### src/rtl/trsq8_pkg.sv
// Shared register map and FSM encodings for the interrupt controller.
package trsq8_pkg;

  localparam logic [2:0] OFS_PEND   = 3'd0;
  localparam logic [2:0] OFS_MASK   = 3'd1;
  localparam logic [2:0] OFS_VECTOR = 3'd2;
  localparam logic [2:0] OFS_EDGE   = 3'd3;
  localparam logic [2:0] OFS_EOI    = 3'd4;

  typedef enum logic [1:0] {
    ST_IDLE    = 2'd0,
    ST_REQ     = 2'd1,
    ST_SERVICE = 2'd2
  } irq_state_e;

  function automatic logic [7:0] vec_code(input logic [2:0] idx);
    return {1'b1, 4'b0000, idx};
  endfunction

endpackage

### src/rtl/irq_sync_edge.sv
// One interrupt line: 2-flop synchronizer followed by a rising-edge detector.
module irq_sync_edge (
  input  logic clk_ip,
  input  logic reset,
  input  logic src_ip,
  output logic lvl_op,
  output logic rise_op
);

  logic s1_q, s2_q, s3_q;

  always_ff @(posedge clk_ip) begin
    if (reset) begin
      s1_q <= 1'b0;
      s2_q <= 1'b0;
      s3_q <= 1'b0;
    end else begin
      s1_q <= src_ip;
      s2_q <= s1_q;
      s3_q <= s2_q;
    end
  end

  assign lvl_op  = s2_q;
  assign rise_op = s2_q & ~s3_q;

endmodule

### src/rtl/irq_controller.sv
// Non-nesting interrupt controller: pending/mask/edge registers, fixed
// lowest-index priority and an IDLE/REQ/SERVICE handshake with the CPU.
module irq_controller
  import trsq8_pkg::*;
#(
  parameter int         NSRC = 8,
  parameter logic [7:0] BASE = 8'h10
) (
  input  logic            clk_ip,
  input  logic            reset,
  input  logic [NSRC-1:0] src_ip,
  input  logic [7:0]      addr_ip,
  input  logic [7:0]      data_ip,
  input  logic            wr_en_ip,
  input  logic            rd_en_ip,
  output logic [7:0]      data_op,
  output logic            irq_op
);

  logic [NSRC-1:0] lvl, rise;

  for (genvar g = 0; g < NSRC; g++) begin : g_src
    irq_sync_edge u_sync (
      .clk_ip  (clk_ip),
      .reset   (reset),
      .src_ip  (src_ip[g]),
      .lvl_op  (lvl[g]),
      .rise_op (rise[g])
    );
  end

  logic [NSRC-1:0] pend_q, pend_d, mask_q, mask_d, edge_q, edge_d;
  logic [2:0]      insvc_q, insvc_d;
  irq_state_e      state_q, state_d;
  logic            irq_q;

  // Offset wraps for addresses below BASE, so one compare bounds the window.
  logic [7:0] ofs8;
  logic [2:0] ofs;
  logic       hit;
  assign ofs8 = addr_ip - BASE;
  assign hit  = (ofs8 < 8'd5);
  assign ofs  = ofs8[2:0];

  logic wr_pend, wr_mask, wr_edge, wr_eoi, rd_vec;
  assign wr_pend = wr_en_ip & hit & (ofs == OFS_PEND);
  assign wr_mask = wr_en_ip & hit & (ofs == OFS_MASK);
  assign wr_edge = wr_en_ip & hit & (ofs == OFS_EDGE);
  assign wr_eoi  = wr_en_ip & hit & (ofs == OFS_EOI);
  assign rd_vec  = rd_en_ip & hit & (ofs == OFS_VECTOR);

  logic [NSRC-1:0] pm;
  logic            found;
  logic [2:0]      idx;
  logic [7:0]      vector;

  always_comb begin
    pm    = pend_q & mask_q;
    found = 1'b0;
    idx   = 3'd0;
    for (int i = NSRC-1; i >= 0; i--) begin
      if (pm[i]) begin
        found = 1'b1;
        idx   = 3'(i);
      end
    end
    vector = found ? vec_code(idx) : 8'h00;
  end

  logic grant;

  always_comb begin
    state_d = state_q;
    grant   = 1'b0;
    case (state_q)
      ST_IDLE:    if (found) state_d = ST_REQ;
      ST_REQ: begin
        if (rd_vec && found) begin
          state_d = ST_SERVICE;
          grant   = 1'b1;
        end else if (!found) begin
          state_d = ST_IDLE;
        end
      end
      ST_SERVICE: if (wr_eoi) state_d = ST_IDLE;
      default:    state_d = ST_IDLE;
    endcase
  end

  logic [NSRC-1:0] set_v, clr_v;

  // A set event in the same cycle as a clear wins, so no edge is lost.
  always_comb begin
    insvc_d = insvc_q;
    if (grant) insvc_d = idx;
    set_v = (edge_q & rise) | (~edge_q & lvl);
    clr_v = wr_pend ? data_ip[NSRC-1:0] : '0;
    for (int i = 0; i < NSRC; i++) begin
      if (grant && (insvc_d == 3'(i)) && edge_q[i]) clr_v[i] = 1'b1;
    end
    pend_d = (pend_q & ~clr_v) | set_v;
    mask_d = wr_mask ? data_ip[NSRC-1:0] : mask_q;
    edge_d = wr_edge ? data_ip[NSRC-1:0] : edge_q;
  end

  always_ff @(posedge clk_ip) begin
    if (reset) begin
      pend_q  <= '0;
      mask_q  <= '0;
      edge_q  <= '0;
      insvc_q <= 3'd0;
      state_q <= ST_IDLE;
      irq_q   <= 1'b0;
    end else begin
      pend_q  <= pend_d;
      mask_q  <= mask_d;
      edge_q  <= edge_d;
      insvc_q <= insvc_d;
      state_q <= state_d;
      irq_q   <= (state_d == ST_REQ);
    end
  end

  assign irq_op = irq_q;

  logic [7:0] pend8, mask8, edge8;

  always_comb begin
    pend8 = 8'h00;
    mask8 = 8'h00;
    edge8 = 8'h00;
    pend8[NSRC-1:0] = pend_q;
    mask8[NSRC-1:0] = mask_q;
    edge8[NSRC-1:0] = edge_q;
    data_op = 8'h00;
    if (rd_en_ip && hit) begin
      case (ofs)
        OFS_PEND:   data_op = pend8;
        OFS_MASK:   data_op = mask8;
        OFS_VECTOR: data_op = vector;
        OFS_EDGE:   data_op = edge8;
        default:    data_op = 8'h00;
      endcase
    end
  end

endmodule

### config.mk
export PLATFORM = sky130hd
export DESIGN_NAME = irq_controller
export DESIGN_NICKNAME = d
export VERILOG_FILES = /design/src/rtl/trsq8_pkg.sv /design/src/rtl/irq_sync_edge.sv /design/src/rtl/irq_controller.sv
export SDC_FILE = /design/constraint.sdc
export NUM_CORES = 1
export LEC_CHECK = 0
export ABC_CLOCK_PERIOD_IN_PS = 2850
export BUFFER_PORTS_ARGS = -buffer_cell sky130_fd_sc_hd__buf_2
export CAP_MARGIN = 20
export CORE_UTILIZATION = 30
export DETAILED_ROUTE_END_ITERATION = 6
export PLACE_DENSITY_LB_ADDON = 0.2
export SLEW_MARGIN = 0
export SYNTH_ARGS = -nofsm -noshare
export SYNTH_HDL_FRONTEND = slang
export SYNTH_HIERARCHICAL = 1
export SYNTH_SLANG_ARGS = --single-unit
### constraint.sdc
create_clock -name clk_ip -period 2.85 [get_ports clk_ip]
set_input_delay 0.57 -clock clk_ip [delete_from_list [all_inputs] [get_ports clk_ip]]
set_output_delay 0.57 -clock clk_ip [all_outputs]
set_load 0.01 [all_outputs]
==> results of run 1 <==
[registers in the layout, indices dropped and copies added, names as in the netlist]
signal	count
g_src.u_sync/s3_q	8
state_q	2
pend8	8
insvc_q	1
g_src.u_sync/s1_q	8
irq_op	1
g_src.u_sync/lvl_op	8
edge8	8
mask8	8
[how the worst min path moves through the flow]
stage | endpoint | slack, ps | depth (start not counted)
2_1_floorplan | g_src[0].u_sync/lvl_op | 410 | 1
3_3_place_gp | g_src[7].u_sync/lvl_op | 420 | 1
3_5_place_dp | g_src[0].u_sync/lvl_op | 420 | 1
4_1_cts | g_src[0].u_sync/lvl_op | 430 | 1
5_1_grt | g_src[1].u_sync/lvl_op | 460 | 1
6_report | g_src[0].u_sync/lvl_op | 430 | 1
[per-layer routing]
layer	vias to the layer above	global-route usage [%]	share of wire [%]
met4	0	4.44	0.65
met2	55	21.8	43
met1	886	21.8	51
met5	-	0	0
li1	959	-	-
met3	2	3.30	5.5
[worst register-to-register path: stages, from the launching register on]
cell	delay, ps
dfxtp_1	360
a22oi_1	320
nor4b_1	290
buf_4	180
or3_1	220
mux2_4	330
a211oi_1	190
[stage by stage]
stage	power (µW)	setup slack, ps
after floorplan	817	207
after global placement	863	72.7
after detailed placement	863	55.4
after CTS	1270	190
after global routing	1320	14.6
final	1250	195
[power by group through the flow]
stage	Combinational [µW]	Clock [µW]	Sequential, µW
6_report	87.7	405	758
5_1_grt	98.9	457	762
3_3_place_gp	87.9	0	775
2_1_floorplan	45.5	0	772
3_5_place_dp	88.0	0	775
4_1_cts	88.6	423	758
[cells in the mapped netlist, types with 2 or more instances]
| cell type | count |
|---|---|
| dfxtp_1 | 52 |
| nor2_1 | 34 |
| nor2b_1 | 25 |
| mux2i_1 | 21 |
| a22oi_1 | 11 |
| a21oi_1 | 9 |
| nand2_1 | 8 |
| nor2b_2 | 8 |
| clkbuf_1 | 7 |
| mux2_2 | 7 |
| inv_1 | 5 |
| nand4_1 | 5 |
| a211oi_1 | 4 |
| a221oi_1 | 4 |
| nand2b_1 | 4 |
| o21a_1 | 4 |
| o21ai_0 | 4 |
| a22o_1 | 3 |
| nand3_1 | 3 |
| nor3_1 | 3 |
| nor4b_1 | 3 |
| and3b_1 | 2 |
| nor3b_1 | 2 |
| nor4_1 | 2 |
[cell families (layout without fill, tap and decap cells)]
kind of cell           after synthesis  in the layout  share of synthesized area, %
AOI/OAI and AO/OA                   42             42                          12.8
muxes                               30             30                          14.0
DFF                                 52             52                          44.8
and+or+nand+nor                    105            105                          25.8
buffers and inverters               14             61                          2.64
[layout make-up]
type / instances / area share, %
clock buffers: 5 / 2.49
clock inverters: 2 / 0.452
inverters: 5 / 0.679
multi-input cells: 177 / 44.2
flip-flops and latches: 52 / 37.6
well taps: 99 / 4.48
repair buffers: 49 / 10.0
==> results by group, run 1 <==
Setup path
  • CP Class: input port to output port
  • R2R Path Start: pend8[3]
  • Critical-path top delay cell: or4b_4
  • Max incr delay on CP: 540 ps
  • Worst R2R Setup Slack: 870 ps
  • CP endpoint: data_op[5]
  • Worst Path Required: 2280 ps
  • Critical Path Source Type: input port
  • Crit-path cells: buf_2 -> or4b_4 -> nor3_1 -> nand2_1 -> nor2_1 -> buf_2
  • Worst Path Max Fanout: 8
  • CP most frequent cell: buf_2
  • CP delay by family, top: simple AND/OR/NAND/NOR gates
  • Worst Setup SP: addr_ip[5]
  • Crit path buffers/inverters: 2
  • CP Capture Type: output port
  • FF-to-FF End: pend8[1]
  • Worst Path Arrival: 2080 ps
  • WP depth: 6
  • Reg2reg path depth: 6

Synth
  • Synthesized area per cell: 9.57 µm²
  • Post-synth ARST share: 0%
  • Number of synthesized flops with an enable pin: 0
  • Cell Area, Synth: 0.00232 mm²
  • Syn Inst Count: 243
  • Seq/Total Area, Yosys: 44.8%
  • Net Count, Synth: 271
  • Unique cell type count in the Yosys netlist: 37
  • Seq cells post-synth: 52
  • Yosys top cell by area: dfxtp_1
  • Synth top area cells: dfxtp_1, mux2i_1, nor2b_1
  • Fraction of synthesized cell area taken by the top area cell type: 44.8%
  • Main synth FF type: dfxtp_1
  • Yosys warning total: 6

Clocking
  • Post-CTS setup buffers: 0
  • Clk buf depth: 2
  • TritonCTS buffer count: 5
  • Hold Buf Count CTS: 0
  • CTS sink count: 52
  • Post_cts resized: 0
  • CTS clk-pin slew, worst paths: 100 ps
  • TritonCTS clock tree: yes
  • Clock tree root buffer cell: clkbuf_8
  • Worst-Skew Late Latency: 300 ps
  • Htree depth: 2

Layout
  • Util after Layout: 37.5%
  • Area delta synth->final: 18.9%
  • Final net count: 318
  • Commonest non-fill, non-tap cell in the layout: dfxtp_1
  • Most frequent cells in the layout: dfxtp_1, buf_2, nor2_1
  • Final cell count without fillers: 389
  • Final instance area: 0.00277 mm²
  • N_diodes: 0
  • Area of the multi-input gates: 0.00122 mm²
  • Sequential Area: 0.00104 mm²
  • Share of cells above drive strength 1: 26.2%
  • Filler cells: 783

GRT
  • Largest net degree at the start of global routing: 53
  • First-pass GRT wire length: 9600 µm
  • Vias in the first global route: 1900
  • Initial antenna violation count: 0
  • Congestion Overflow GR: 0
  • Aggregate global-route resource usage: 14.9%

Place
  • Dpl hpwl: 3910 µm
  • IO buf count: 36
  • Cell Area, Placed: 0.00268 mm²
  • Gpl congestion: 0.799
  • Cells after DPL: 382

Die
  • Row count: 31
  • # IOs: 37
  • Starting Density: 31.5%
  • Die height: 90.0 µm
  • CORE AREA: 0.00737 mm²
  • DIE AREA: 0.00811 mm²
  • Die Wd: 90.0 µm

Power and ir drop
  • Pwr Density: 453 mW/mm²
  • Gate power share: 7.0%
  • Lkg Pwr: 0.00111 µW
  • Clock share of power: 32.4%
  • Sequential Power Share: 60.6%
  • Max VDD drop: 0.000154 V
  • Sw power: 296 µW
  • Internal power: 955 µW
  • Switching part of the total power: 23.6%

Timing
  • Upper clock frequency limit: 0.377 GHz
  • Relative slew slack: 62.9%
  • Min Tclk post-route: 2650 ps
  • Final Setup Violations: 0
  • Hold Fails Final Rpt: 0
  • Max-slew violations: 0
  • Min Hold Slack: 431 ps
  • Slew @ Worst Pin: 557 ps
  • Tcrit/Tclk final: 93.1%
  • Setup_tns: 0 ps
  • Worst Clk Skew: 10.8 ps
  • RSZ-0062 raised after global routing: false

Hold path
  • Hold Startpoint: g_src[0].u_sync/s1_q
  • Hold crit path type: flop to flop

Detailed routing
  • DR pass1 iterations: 4
  • DRT iter0 DRCs: 116
  • Vias/cell: 4.89
  • Routed wire length: 5570 µm
  • Wire length per cell: 14.3 µm
  • Post-route ant nets: 0
  • DRC viols: 0
  • Via count: 1902

Flow run
  • Total of max-cap violations: 0

Run status
  • Status: complete, no violations
No activity file was read; power rests on OpenSTA's default activity.
==> run 2, diff against run 1 <==
--- a/config.mk
+++ b/config.mk
@@ -10,7 +10,7 @@
 export CAP_MARGIN = 20
 export CORE_UTILIZATION = 30
 export DETAILED_ROUTE_END_ITERATION = 6
-export PLACE_DENSITY_LB_ADDON = 0.2
+export PLACE_DENSITY = 0.52
 export SLEW_MARGIN = 0
 export SYNTH_ARGS = -nofsm -noshare
 export SYNTH_HDL_FRONTEND = slang
==> results by group, run 2 (synthesis results as in run 1) <==
Flow run
  • Total of max-cap violations: 0 (unchanged)

Clocking
  • CTS clk-pin slew, worst paths: 100 ps (about the same)
  • CTS sink count: 52 (unchanged)
  • Htree depth: 2 (unchanged)
  • Hold Buf Count CTS: 0 (unchanged)
  • Worst-Skew Late Latency: 310 ps (was 300 ps)
  • Post_cts resized: 0 (unchanged)
  • Clk buf depth: 2 (unchanged)
  • TritonCTS clock tree: yes (unchanged)
  • Post-CTS setup buffers: 0 (unchanged)
  • TritonCTS buffer count: 5 (unchanged)
  • Clock tree root buffer cell: clkbuf_8 (unchanged)

Timing
  • Final WS setup: 224 ps (was 195 ps)
  • Upper clock frequency limit: 0.381 GHz (was 0.377 GHz)
  • Hold Fails Final Rpt: 0 (unchanged)
  • Final Setup Violations: 0 (unchanged)
  • Setup_tns: 0 ps (unchanged)
  • Relative slew slack: 36.1% (was 62.9%)
  • RSZ-0062 raised after global routing: false (unchanged)
  • Min Tclk post-route: 2630 ps (was 2650 ps)
  • Tcrit/Tclk final: 92.2% (was 93.1%)
  • Max-slew violations: 0 (unchanged)
  • Slew @ Worst Pin: 959 ps (was 557 ps)
  • Worst Clk Skew: 11.7 ps (was 10.8 ps)

Detailed routing
  • Post-route ant nets: 0 (unchanged)
  • Vias/cell: 4.93 (was 4.89)
  • Wire length per cell: 14.3 µm (about the same)
  • DRC viols: 0 (unchanged)
  • DR pass1 iterations: 4 (unchanged)
  • Routed wire length: 5500 µm (was 5570 µm)
  • Via count: 1904 (was 1902)
  • DRT iter0 DRCs: 128 (was 116)

GRT
  • Largest net degree at the start of global routing: 53 (unchanged)
  • Initial antenna violation count: 0 (unchanged)
  • First-pass GRT wire length: 9230 µm (was 9600 µm)
  • Vias in the first global route: 1830 (was 1900)
  • Congestion Overflow GR: 0 (unchanged)
  • Aggregate global-route resource usage: 14.2% (was 14.9%)

Place
  • IO buf count: 36 (unchanged)
  • Dpl ws: 32.4 ps (was 55.4 ps)
  • Dpl hpwl: 3850 µm (was 3910 µm)
  • Gpl congestion: 0.866 (was 0.799)

Power and ir drop
  • Pwr Density: 485 mW/mm² (was 453 mW/mm²)
  • Lkg Pwr: 0.00111 µW (about the same)
  • Max VDD drop: 0.000240 V (was 0.000154 V)

Layout
  • Share of cells above drive strength 1: 25.1% (was 26.2%)
  • Most frequent cells in the layout: dfxtp_1, buf_2, nor2_1 (unchanged)
  • Filler cells: 800 (was 783)
  • Area delta synth->final: 19.3% (was 18.9%)
  • Util after Layout: 37.6% (was 37.5%)
  • Final net count: 314 (was 318)
  • N_diodes: 0 (unchanged)
  • Commonest non-fill, non-tap cell in the layout: dfxtp_1 (unchanged)

Setup path
  • Worst Path Arrival: 2060 ps (was 2080 ps)
  • Critical Path Source Type: input port (unchanged)
  • Worst Path Required: 2280 ps (about the same)
  • CP Capture Type: output port (unchanged)
  • Worst Path Max Fanout: 8 (unchanged)
  • CP Class: input port to output port (unchanged)

Run status
  • Status: complete, no violations (unchanged)

Die
  • DIE AREA: 0.00811 mm² (unchanged)
  • Starting Density: 31.5% (unchanged)
  • # IOs: 37 (unchanged)
  • Row count: 31 (unchanged)
  • CORE AREA: 0.00737 mm² (unchanged)
  • Die Wd: 90.0 µm (unchanged)
  • Die height: 90.0 µm (unchanged)

Hold path
  • Hold crit path type: flop to flop (unchanged)
==> run 2: cell types whose count changed in the layout (fill, tap and decap cells not counted), sizes merged <==
cell | previous run | this run
clkbuf | 5 | 6
buf | 49 | 45
bufinv | 0 | 1
clkinvlp | 1 | 0
==> run 2: where the power goes <==
group / leakage [µW] / internal, µW / switching, µW
registers: 0.000424 / 746 / 12.5
logic: 0.000631 / 41.0 / 44.8
clock network: 0.0000552 / 261 / 239
==> run 2: metrics by stage <==
step / std cells / total power [µW] / hold WS (ps) / cell area, µm²
2_1_floorplan: 243 / 817 / 414 / 2320
3_3_place_gp: 378 / 861 / 416 / 2670
3_5_place_dp: 378 / 862 / 424 / 2670
4_1_cts: 386 / 1360 / 441 / 2770
5_1_grt: 386 / 1410 / 451 / 2770
6_report: 386 / 1340 / 431 / 2770
==> run 2: metal layers <==
layer	vias up	track usage (%)	wire length [µm]
li1	954	-	-
met1	891	20.9	2870
met2	51	20.5	2280
met3	8	3.05	271
met4	0	4.44	82
met5	-	0	0
==> run 2: path summary, 6_finish.rpt <==
kind | startpoint | to | slack (ps) | depth (start not counted)
worst min-delay path | g_src[0].u_sync/s1_q | g_src[0].u_sync/lvl_op | 430 | 1
worst max register to register | pend8[3] | pend8[2] | 770 | 6
worst max-delay path | addr_ip[5] | data_op[2] | 220 | 6
worst min register to register | g_src[0].u_sync/s1_q | g_src[0].u_sync/lvl_op | 430 | 1
==> run 2: cell type report <==
cell class / count / area, µm² / area share (%)
clock buffers: 6 / 72.6 / 2.62
clock inverters: 2 / 35.0 / 1.26
inverters: 5 / 18.8 / 0.677
multi-input cells: 177 / 1220 / 44.1
flip-flops and latches: 52 / 1040 / 37.5
well taps: 99 / 124 / 4.47
repair buffers: 45 / 260 / 9.38
==> run 2: critical path, stage by stage <==
cell	delay (ps)
buf_2	90
or4b_4	540
nor3_1	210
nand2_1	280
nor2b_1	210
buf_2	160
==> run 3, diff against run 2 <==
--- a/config.mk
+++ b/config.mk
@@ -8,9 +8,12 @@
 export ABC_CLOCK_PERIOD_IN_PS = 2850
 export BUFFER_PORTS_ARGS = -buffer_cell sky130_fd_sc_hd__buf_2
 export CAP_MARGIN = 20
+export CELL_PAD_IN_SITES_DETAIL_PLACEMENT = 1
+export CELL_PAD_IN_SITES_GLOBAL_PLACEMENT = 1
 export CORE_UTILIZATION = 30
+export CTS_CLUSTER_DIAMETER = 150
 export DETAILED_ROUTE_END_ITERATION = 6
-export PLACE_DENSITY = 0.52
+export PLACE_DENSITY = 0.63
 export SLEW_MARGIN = 0
 export SYNTH_ARGS = -nofsm -noshare
 export SYNTH_HDL_FRONTEND = slang
==> results by group, run 3 (synthesis results as in run 1) <==
Layout
  • Final net count: 317 (was 314)
  • Util after Layout: 37.4% (was 37.6%)
  • Most frequent cells in the layout: dfxtp_1, buf_2, nor2_1 (unchanged)
  • Final instance area: 0.00275 mm² (was 0.00277 mm²)
  • Area delta synth->final: 18.5% (was 19.3%)
  • N_diodes: 0 (unchanged)
  • Sequential Area: 0.00104 mm² (unchanged)
  • Share of cells above drive strength 1: 25.6% (was 25.1%)
  • Filler cells: 888 (was 800)
  • Commonest non-fill, non-tap cell in the layout: dfxtp_1 (unchanged)
  • Area of the multi-input gates: 0.00122 mm² (unchanged)

Detailed routing
  • DRC viols: 0 (unchanged)
  • Routed wire length: 5960 µm (was 5500 µm)
  • Vias/cell: 5.04 (was 4.93)
  • Post-route ant nets: 0 (unchanged)
  • Via count: 1954 (was 1904)
  • Wire length per cell: 15.4 µm (was 14.3 µm)
  • DR pass1 iterations: 7 (was 4)
  • DRT iter0 DRCs: 90 (was 128)

Setup path
  • Worst Path Arrival: 2080 ps (was 2060 ps)
  • Worst Path Max Fanout: 8 (unchanged)
  • CP Class: input port to output port (unchanged)
  • Worst R2R Setup Slack: 800 ps (was 770 ps)
  • WP depth: 6 (unchanged)
  • CP most frequent cell: buf_2 (unchanged)
  • Worst Setup SP: addr_ip[5] (unchanged)
  • Critical-path top delay cell: or4b_4 (unchanged)
  • R2R Path Start: pend8[3] (unchanged)
  • Critical Path Source Type: input port (unchanged)
  • Reg2reg path depth: 6 (unchanged)
  • Max incr delay on CP: 540 ps (about the same)
  • FF-to-FF End: pend8[3] (was pend8[2])
  • CP endpoint: data_op[0] (was data_op[2])
  • Worst Path Required: 2280 ps (about the same)
  • CP delay by family, top: simple AND/OR/NAND/NOR gates (unchanged)
  • Crit path buffers/inverters: 2 (unchanged)
  • CP Capture Type: output port (unchanged)
  • Crit-path cells: buf_2 -> or4b_4 -> nor3_1 -> nand2_1 -> nor2_1 -> buf_2 (was buf_2 -> or4b_4 -> nor3_1 -> nand2_1 -> nor2b_1 -> buf_2)

Clocking
  • Post_cts resized: 0 (unchanged)
  • CTS sink count: 52 (unchanged)
  • TritonCTS buffer count: 5 (unchanged)
  • CTS clk-pin slew, worst paths: 90 ps (was 100 ps)
  • Htree depth: 2 (unchanged)
  • Post-CTS setup buffers: 0 (unchanged)
  • TritonCTS clock tree: yes (unchanged)
  • Clk buf depth: 2 (unchanged)
  • Hold Buf Count CTS: 0 (unchanged)
  • Clock tree root buffer cell: clkbuf_8 (unchanged)
  • Worst-Skew Late Latency: 310 ps (about the same)

Timing
  • Max-slew violations: 0 (unchanged)
  • Relative slew slack: 64.0% (was 36.1%)
  • RSZ-0062 raised after global routing: false (unchanged)
  • Min Tclk post-route: 2650 ps (was 2630 ps)
  • Worst Clk Skew: 9.50 ps (was 11.7 ps)
  • Slew @ Worst Pin: 540 ps (was 959 ps)
  • Final Setup Violations: 0 (unchanged)
  • Tcrit/Tclk final: 93.0% (was 92.2%)
  • Setup_tns: 0 ps (unchanged)
  • Hold Fails Final Rpt: 0 (unchanged)
  • Upper clock frequency limit: 0.377 GHz (was 0.381 GHz)

Die
  • CORE AREA: 0.00737 mm² (unchanged)
  • Die height: 90.0 µm (unchanged)
  • Die Wd: 90.0 µm (unchanged)
  • DIE AREA: 0.00811 mm² (unchanged)
  • Row count: 31 (unchanged)
  • # IOs: 37 (unchanged)
  • Starting Density: 31.5% (unchanged)

GRT
  • Largest net degree at the start of global routing: 53 (unchanged)
  • First-pass GRT wire length: 10300 µm (was 9230 µm)
  • Congestion Overflow GR: 0 (unchanged)
  • Aggregate global-route resource usage: 16.0% (was 14.2%)
  • Initial antenna violation count: 0 (unchanged)
  • Vias in the first global route: 2065 (was 1830)

Power and ir drop
  • Pwr Density: 453 mW/mm² (was 485 mW/mm²)
  • Lkg Pwr: 0.00111 µW (about the same)
  • Power, Total: 1250 µW (was 1340 µW)
  • Max VDD drop: 0.000170 V (was 0.000240 V)

Run status
  • Status: complete, no violations (unchanged)

Place
  • Cell Area, Placed: 0.00268 mm² (was 0.00267 mm²)
  • IO buf count: 36 (unchanged)
  • Gpl congestion: 0.791 (was 0.866)
  • Dpl hpwl: 4250 µm (was 3850 µm)

Flow run
  • Total of max-cap violations: 0 (unchanged)

Hold path
  • Hold crit path type: flop to flop (unchanged)
run 3: cell types whose count changed in the layout (fill, tap and decap cells not counted):
cell,previous run,this run
bufinv_16,1,0
buf_12,1,0
buf_4,8,12
run 3: area by class of cell:
cell class	instances	area share (%)
well taps	99	4.50
clock buffers	6	2.64
flip-flops and latches	52	37.8
repair buffers	48	9.81
multi-input cells	177	44.4
clock inverters	1	0.182
inverters	5	0.682
run 3: per-layer routing:
metal	part of all wire, %	vias up	GRT usage (%)
met5	0	-	0
met4	1.7	0	5.65
met3	3.5	9	3.13
met2	44	39	24.6
met1	51	944	22.2
li1	-	962	-
run 3: where the power goes:
part	switching, µW	total, µW	internal, µW
combinational	46.0	87.8	41.8
clock	234	402	168
sequential	12.5	758	746
run 3: how the worst min path moves through the flow:
stage	start	to	slack, ps	depth (start not counted)
after floorplan	g_src[0].u_sync/s1_q	g_src[0].u_sync/lvl_op	410	1
after global placement	g_src[3].u_sync/s1_q	g_src[3].u_sync/lvl_op	420	1
after detailed placement	g_src[3].u_sync/s1_q	g_src[3].u_sync/lvl_op	430	1
after CTS	g_src[3].u_sync/s1_q	g_src[3].u_sync/lvl_op	450	1
after global routing	src_ip[1]	g_src[1].u_sync/s1_q	460	2
final	g_src[6].u_sync/s1_q	g_src[6].u_sync/lvl_op	440	1
run 3: through the flow:
| stage | worst slack (ps) | instances | hold slack [ps] |
|---|---|---|---|
| detailed placement | -25.4 | 381 | 428 |
| floorplan | 207 | 243 | 414 |
| global route | 21.3 | 388 | 464 |
| CTS | 160 | 388 | 450 |
| finish | 200 | 388 | 444 |
| global placement | 72.8 | 381 | 418 |
